**src/rtl/fft_peak_finder_pkg.sv**
```systemverilog
// fft_peak_finder_pkg: shared FSM state, magnitude type and L1 magnitude helper for the peak finder
package fft_peak_pkg;
  localparam int DEF_ADDR_W  = 11;
  localparam int DEF_DATA_W  = 10;
  localparam int DEF_NBINS   = 1024;
  localparam int DEF_MIN_BIN = 1;
  localparam int DEF_MIN_MAG = 16;
  typedef enum logic [1:0] {IDLE, SCAN, DRAIN, DONE} state_t;
  typedef logic [DEF_DATA_W:0] mag_t;
  function automatic mag_t abs_l1(input logic signed [DEF_DATA_W-1:0] re,
                                  input logic signed [DEF_DATA_W-1:0] im);
    logic signed [DEF_DATA_W:0] r, i;
    r = re;
    i = im;
    return mag_t'(r < 0 ? -r : r) + mag_t'(i < 0 ? -i : i);
  endfunction
endpackage

```
**src/rtl/fft_peak_finder_if.sv**
```systemverilog
// fft_peak_finder_if: start/result handshake plus the shared sample-memory read port
interface fft_peak_finder_if #(
  parameter int ADDR_W = 11,
  parameter int DATA_W = 10
) ();
  logic              start;
  logic              busy;
  logic              done;
  logic [ADDR_W-1:0] mem_addr;
  logic              mem_rd_en;
  logic [DATA_W-1:0] mem_data;
  logic [ADDR_W-2:0] peak_bin;
  logic [DATA_W:0]   peak_mag;
  logic              peak_valid;
  modport slave (
    input  start, mem_data,
    output busy, done, mem_addr, mem_rd_en, peak_bin, peak_mag, peak_valid
  );
  modport master (
    output start, mem_data,
    input  busy, done, mem_addr, mem_rd_en, peak_bin, peak_mag, peak_valid
  );
endinterface

```
**src/rtl/fft_peak_finder_cplx_mag_l1.sv**
```systemverilog
// cplx_mag_l1: combinational |re|+|im| of a signed complex word, one bit wider so the extremes never wrap
module cplx_mag_l1 #(
  parameter int W = 10
) (
  input  logic signed [W-1:0] re,
  input  logic signed [W-1:0] im,
  output logic        [W:0]   mag
);
  logic signed [W:0] re_x, im_x;
  always_comb begin
    re_x = re;
    im_x = im;
    mag  = (W+1)'(re_x < 0 ? -re_x : re_x) + (W+1)'(im_x < 0 ? -im_x : im_x);
  end
endmodule

```
**src/rtl/fft_peak_finder.sv**
```systemverilog
// fft_peak_finder: scans FFT bins in sample memory and reports the strongest bin and its L1 magnitude.
// Define PEAK_THRESHOLD_EN to gate peak_valid on peak_mag >= MIN_MAG.
module fft_peak_finder
  import fft_peak_pkg::*;
#(
  parameter int ADDR_W  = DEF_ADDR_W,
  parameter int DATA_W  = DEF_DATA_W,
  parameter int NBINS   = DEF_NBINS,
  parameter int MIN_BIN = DEF_MIN_BIN,
  parameter int MIN_MAG = DEF_MIN_MAG
) (
  input logic              clk,
  input logic              rst,
  fft_peak_finder_if.slave bus
);
`ifdef PEAK_THRESHOLD_EN
  localparam bit THR_EN = 1'b1;
`else
  localparam bit THR_EN = 1'b0;
`endif
  localparam logic [ADDR_W-1:0] FIRST_ADDR = ADDR_W'(2 * MIN_BIN);
  localparam logic [ADDR_W-1:0] LAST_ADDR  = ADDR_W'(2 * NBINS - 1);
  state_t              state, nxt_state;
  logic [ADDR_W-1:0]   addr_q, ret_addr_q;
  logic                ret_vld_q, ret_im, upd, first_q;
  logic signed [DATA_W-1:0] re_q;
  logic [DATA_W:0]     mag, max_q, nxt_max;
  logic [ADDR_W-2:0]   bin_q, nxt_bin;
  always_ff @(posedge clk) begin
    if (rst) state <= IDLE;
    else     state <= nxt_state;
  end
  always_comb begin
    nxt_state = (state == IDLE && bus.start)              ? SCAN  :
                (state == SCAN && addr_q == LAST_ADDR)    ? DRAIN :
                (state == DRAIN)                          ? DONE  :
                (state == DONE)                           ? IDLE  : state;
  end
  always_comb begin
    bus.busy      = state != IDLE;
    bus.done      = state == DONE;
    bus.mem_rd_en = state == SCAN;
    bus.mem_addr  = state == SCAN ? addr_q : '0;
  end
  cplx_mag_l1 #(.W(DATA_W)) u_mag (
    .re  (re_q),
    .im  (bus.mem_data),
    .mag (mag)
  );
  // The im word of a bin returns on an odd address; compare it in the same cycle.
  always_comb begin
    ret_im  = ret_vld_q && ret_addr_q[0];
    upd     = ret_im && (first_q || mag > max_q);
    nxt_max = upd ? mag : max_q;
    nxt_bin = upd ? ret_addr_q[ADDR_W-1:1] : bin_q;
  end
  always_ff @(posedge clk) begin
    if (rst) begin
      addr_q         <= '0;
      ret_addr_q     <= '0;
      ret_vld_q      <= 1'b0;
      re_q           <= '0;
      max_q          <= '0;
      bin_q          <= '0;
      first_q        <= 1'b0;
      bus.peak_bin   <= '0;
      bus.peak_mag   <= '0;
      bus.peak_valid <= 1'b0;
    end else begin
      ret_vld_q  <= state == SCAN;
      ret_addr_q <= addr_q;
      if (state == IDLE && bus.start) begin
        addr_q  <= FIRST_ADDR;
        max_q   <= '0;
        bin_q   <= '0;
        first_q <= 1'b1;
      end else begin
        if (state == SCAN) addr_q <= addr_q + 1'b1;
        if (ret_im) begin
          max_q   <= nxt_max;
          bin_q   <= nxt_bin;
          first_q <= 1'b0;
        end
      end
      if (ret_vld_q && !ret_addr_q[0]) re_q <= bus.mem_data;
      // Results land at the end of DRAIN so they are visible in the DONE cycle.
      if (state == DRAIN) begin
        bus.peak_bin   <= nxt_bin;
        bus.peak_mag   <= nxt_max;
        bus.peak_valid <= !THR_EN || nxt_max >= (DATA_W+1)'(MIN_MAG);
      end
    end
  end
endmodule

```
**src/flat_wrapper.sv**
```systemverilog
// flat-port wrapper written by rule: the top's interface ports become plain ports
module fft_peak_finder_flat import fft_peak_pkg::*;
#(
  parameter int ADDR_W  = DEF_ADDR_W,
  parameter int DATA_W  = DEF_DATA_W,
  parameter int NBINS   = DEF_NBINS,
  parameter int MIN_BIN = DEF_MIN_BIN,
  parameter int MIN_MAG = DEF_MIN_MAG
)
  (clk, rst, bus_start, bus_mem_data, bus_busy, bus_done, bus_mem_addr, bus_mem_rd_en, bus_peak_bin, bus_peak_mag, bus_peak_valid);
  fft_peak_finder_if #(.ADDR_W(ADDR_W), .DATA_W(DATA_W)) bus_i ();
  input logic clk;
  input logic rst;
  input wire logic [$bits(bus_i.start)-1:0] bus_start;
  input wire logic [$bits(bus_i.mem_data)-1:0] bus_mem_data;
  output wire logic [$bits(bus_i.busy)-1:0] bus_busy;
  output wire logic [$bits(bus_i.done)-1:0] bus_done;
  output wire logic [$bits(bus_i.mem_addr)-1:0] bus_mem_addr;
  output wire logic [$bits(bus_i.mem_rd_en)-1:0] bus_mem_rd_en;
  output wire logic [$bits(bus_i.peak_bin)-1:0] bus_peak_bin;
  output wire logic [$bits(bus_i.peak_mag)-1:0] bus_peak_mag;
  output wire logic [$bits(bus_i.peak_valid)-1:0] bus_peak_valid;
  assign bus_i.start = bus_start;
  assign bus_i.mem_data = bus_mem_data;
  assign bus_busy = bus_i.busy;
  assign bus_done = bus_i.done;
  assign bus_mem_addr = bus_i.mem_addr;
  assign bus_mem_rd_en = bus_i.mem_rd_en;
  assign bus_peak_bin = bus_i.peak_bin;
  assign bus_peak_mag = bus_i.peak_mag;
  assign bus_peak_valid = bus_i.peak_valid;
  fft_peak_finder #(.ADDR_W(ADDR_W), .DATA_W(DATA_W), .NBINS(NBINS), .MIN_BIN(MIN_BIN), .MIN_MAG(MIN_MAG)) u_core (.clk(clk), .rst(rst), .bus(bus_i));
endmodule
```
**config.mk**
```make
export PLATFORM = sky130hd
export DESIGN_NAME = fft_peak_finder_flat
export DESIGN_NICKNAME = d
export VERILOG_FILES = /design/src/rtl/fft_peak_finder_pkg.sv /design/src/rtl/fft_peak_finder_if.sv /design/src/rtl/fft_peak_finder_cplx_mag_l1.sv /design/src/rtl/fft_peak_finder.sv /design/src/flat_wrapper.sv
export SDC_FILE = /design/constraint.sdc
export NUM_CORES = 1
export LEC_CHECK = 0
export BUFFER_PORTS_ARGS = -buffer_cell sky130_fd_sc_hd__buf_4
export CORE_UTILIZATION = 50
export DETAILED_ROUTE_END_ITERATION = 8
export PLACE_DENSITY_LB_ADDON = 0.12
export SYNTH_ARGS = -nofsm -noshare
export SYNTH_HDL_FRONTEND = slang
export SYNTH_SLANG_ARGS = --single-unit
```
**constraint.sdc**
```tcl
create_clock -name clk -period 9 [get_ports clk]
set_input_delay 1.8 -clock clk [delete_from_list [all_inputs] [get_ports clk]]
set_output_delay 1.8 -clock clk [all_outputs]
set_load 0.01 [all_outputs]
```
==> impl_metrics.yaml <==
placed_design:
  dp_hpwl_mm: 5.510
  placed_area_um2: 4284
  gp_congestion: 0.9177
  port_buffers: 48
worst_setup_path:
  worst_setup_path_start_kind: "input port"
  reg2reg_depth: 16
  crit_arrival_ns: 5.98
  end_kind: "register"
  path_cells: "buf_4 -> inv_1 -> nand2_1 -> or4_1 -> o31ai_1 -> xnor2_1 -> ha_1 -> a21oi_1 -> o211ai_1 -> a31oi_1 -> o21bai_1 -> ha_1 -> nand4_1 -> a211oi_2 -> nor4_1 -> a211oi_4 -> buf_4 -> mux2i_1 -> a211oi_1"
  path_buf_inv: 3
  path_class: "input port to register"
  cp_data_required_time_ns: 9.21
  cp_top_family: "compound AO/OA/AOI/OAI gates"
  worst-path-max-fanout: 25
  crit_cells: 19
  slowest_stage: "or4_1"
  max_stage_delay_ns: 0.48
floorplanning:
  die_h_um: 89.96
  num_io_pins: 49
  num_rows: 31
  initial_core_util_pct: 52.50
  die-area_um2: 8093
  coreArea_um2: 7370
  die_w_um: 89.96
clocking:
  cts_hold_buf: 0
  clock_sink_count: 79
  cts_buffers: 9
  post_cts_resized: 0
  clkTransAtPathRegs_ns: 0.09
  cts_setup_buffers: 0
  clockBufferDepth: 2
  cts-root-buf: "clkbuf_8"
  clock_latency_ns: 0.35
  htreeDepth: 3
  cts_tree: "yes"
pwr:
  ir_drop_uv: 119.1
  leakage_nw: 1.728
  p_per_area_nw_per_um2: 163.8
  total_power_mw: 0.7350
logic_synthesis:
  syn_nets: 481
  synth_top_area_share_pct: 40.88
  ys_seq_area_share_pct: 40.88
  ys_top_cells_by_area: "dfxtp_1 41%, ha_1 7.8%, nor2_1 6.8%, mux2i_1 5.4%, xnor2_1 5.2%"
  yosysWarnings: 0
  syn_area_um2: 3869
  synth_seq_cells: 79
  ys_types: 39
  postSynthAreaPerCell_um2: 8.733
  synthCells: 443
  synth.largest_area_cell: "dfxtp_1"
timing:
  finalSetupViolCount: 0
  finalHoldViolations: 0
  fmax_mhz: 173.4
  finalSetupTns_ns: 0
  rsz0062_at_grt: "false"
  finalClockSkew_ns: 0.008167
  slew_headroom_pct: 29.07
  min_period_ns: 5.767
  final_max_slew_viol_count: 0
  fin_crit_sh_pct: 64.08
  max_slew.worst_pin.slew_ns: 1.064
detailed_routing:
  drtIter0Drc: 143
  via_count: 3018
  wl_per_cell_um: 12.83
  wl_mm: 7.556
  final_antenna_net_count: 0
  via_per_inst: 5.124
  route.detailed.drc: 0
  first_pass_iters: 4
cells_and_area:
  postLayoutCoreUtil_pct: 60.88
  diodes: 0
  layout_commonest_cell: "dfxtp_1"
  mostFrequentLayoutCells: "79 x dfxtp_1, 70 x nor2_1, 50 x buf_4"
  nets: 523
  drive_above_1_share_pct: 14.69
  area.growth.synth_to_final_pct: 15.98
  design_area_um2: 4487
grt:
  grt_use_total_pct: 19.44
  grt_overflow: 0
  antenna_found_initial: 0
  grt_pass1_wl_mm: 12.72
  grt_max_degree: 51
  grt_pass1_vias: 2770
hold_path:
  hp-class: "register to register"
  worstHoldPathCells: 2
status:
  outcome: "complete, no violations"
run:
  drv_cap: 0
sequential cells by signal (all words and copies together) (netlist names):
name and cells:
u_core.ret_vld_q 1, u_core.bus.peak_bin 10, u_core.re_q 10, u_core.ret_addr_q 11, u_core.state 2, u_core.bus.peak_mag 11
u_core.max_q 11, u_core.bin_q 10, u_core.addr_q 11, u_core.first_q 1, u_core.bus.peak_valid 1
kinds of logic (layout without fill, tap and decap cells):
group / count (synthesis) / in the layout / synth area share [%]
mux: 21 / 21 / 5.433
xor+xnor: 31 / 31 / 7.018
simple gates: 180 / 180 / 21.96
fa+ha+maj: 25 / 25 / 8.280
compound gates: 70 / 70 / 12.45
buf+inv: 37 / 84 / 3.978
flops: 79 / 79 / 40.88
per-layer routing:
metal / vias to the layer above / GRT usage [%] / wire length [um]
li1: 1595 / - / -
met1: 1378 / 27.87 / 3969
met2: 36 / 28.72 / 3292
met3: 9 / 3.469 / 188
met4: 0 / 8.065 / 105
met5: - / 0 / 0
where the power goes:
part / switching (mW) / leakage (nW) / internal, mW / total (mW)
sequential: 0.00499 / 0.638 / 0.354 / 0.359
clock: 0.140 / 0.0982 / 0.132 / 0.271
combinational: 0.0618 / 0.991 / 0.0435 / 0.105
tightest hold or removal path, stage by stage, from the launching register on:
cell	delay [ns]
dfxtp_1	0.32
nand2_1	0.05
a21oi_1	0.05
worst paths after layout:
kind | slack [ns] | endpoint | from
setup / recovery | 3.23 | u_core.bus.peak_mag[8] | bus_mem_data[1]
hold / removal | 0.46 | u_core.re_q[1] | u_core.re_q[1]
setup reg to reg | 4.46 | u_core.bus.peak_mag[8] | u_core.re_q[2]
hold reg to reg | 0.46 | u_core.re_q[1] | u_core.re_q[1]
cells in the mapped netlist, drive strengths merged:
cell and count:
o221ai 1, nor2b 15, ha 24, xor2 8
nand2 40, or4 3, xnor2 23, o211a 1
nand2b 10, o21bai 2, nand4 4, o41ai 1
nor2 70, and4 2, or3 2, inv 18
mux2i 21, nor3 5, o211ai 2, buf 5
a21oi 19, or4b 2, fa 1, o31ai 4
nand3 11, a22oi 1, o21ai 9, a211oi 24
dfxtp 79, and2 12, nand3b 2, a31oi 3
clkbuf 14, a2111oi 1, nor4 2, a21o 2
through the flow:
step / hold slack [ns] / worst slack (ns) / cells
3_3_place_gp: 0.4483 / 3.029 / 573
4_1_cts: 0.4602 / 3.245 / 589
2_1_floorplan: 0.4363 / 3.438 / 443
6_report: 0.4588 / 3.233 / 589
3_5_place_dp: 0.4478 / 2.890 / 573
5_1_grt: 0.4940 / 2.916 / 589
final cells by class:
class,instances,area [um^2]
fill,702,2883
sequential,79,1582
timing repair buffer,50,375.4
clock buffer,9,123.9
inverter,18,67.56
tap,99,123.9
clock inverter,7,78.83
multi-input combinational,327,2136
No activity file was read; power rests on OpenSTA's default activity.
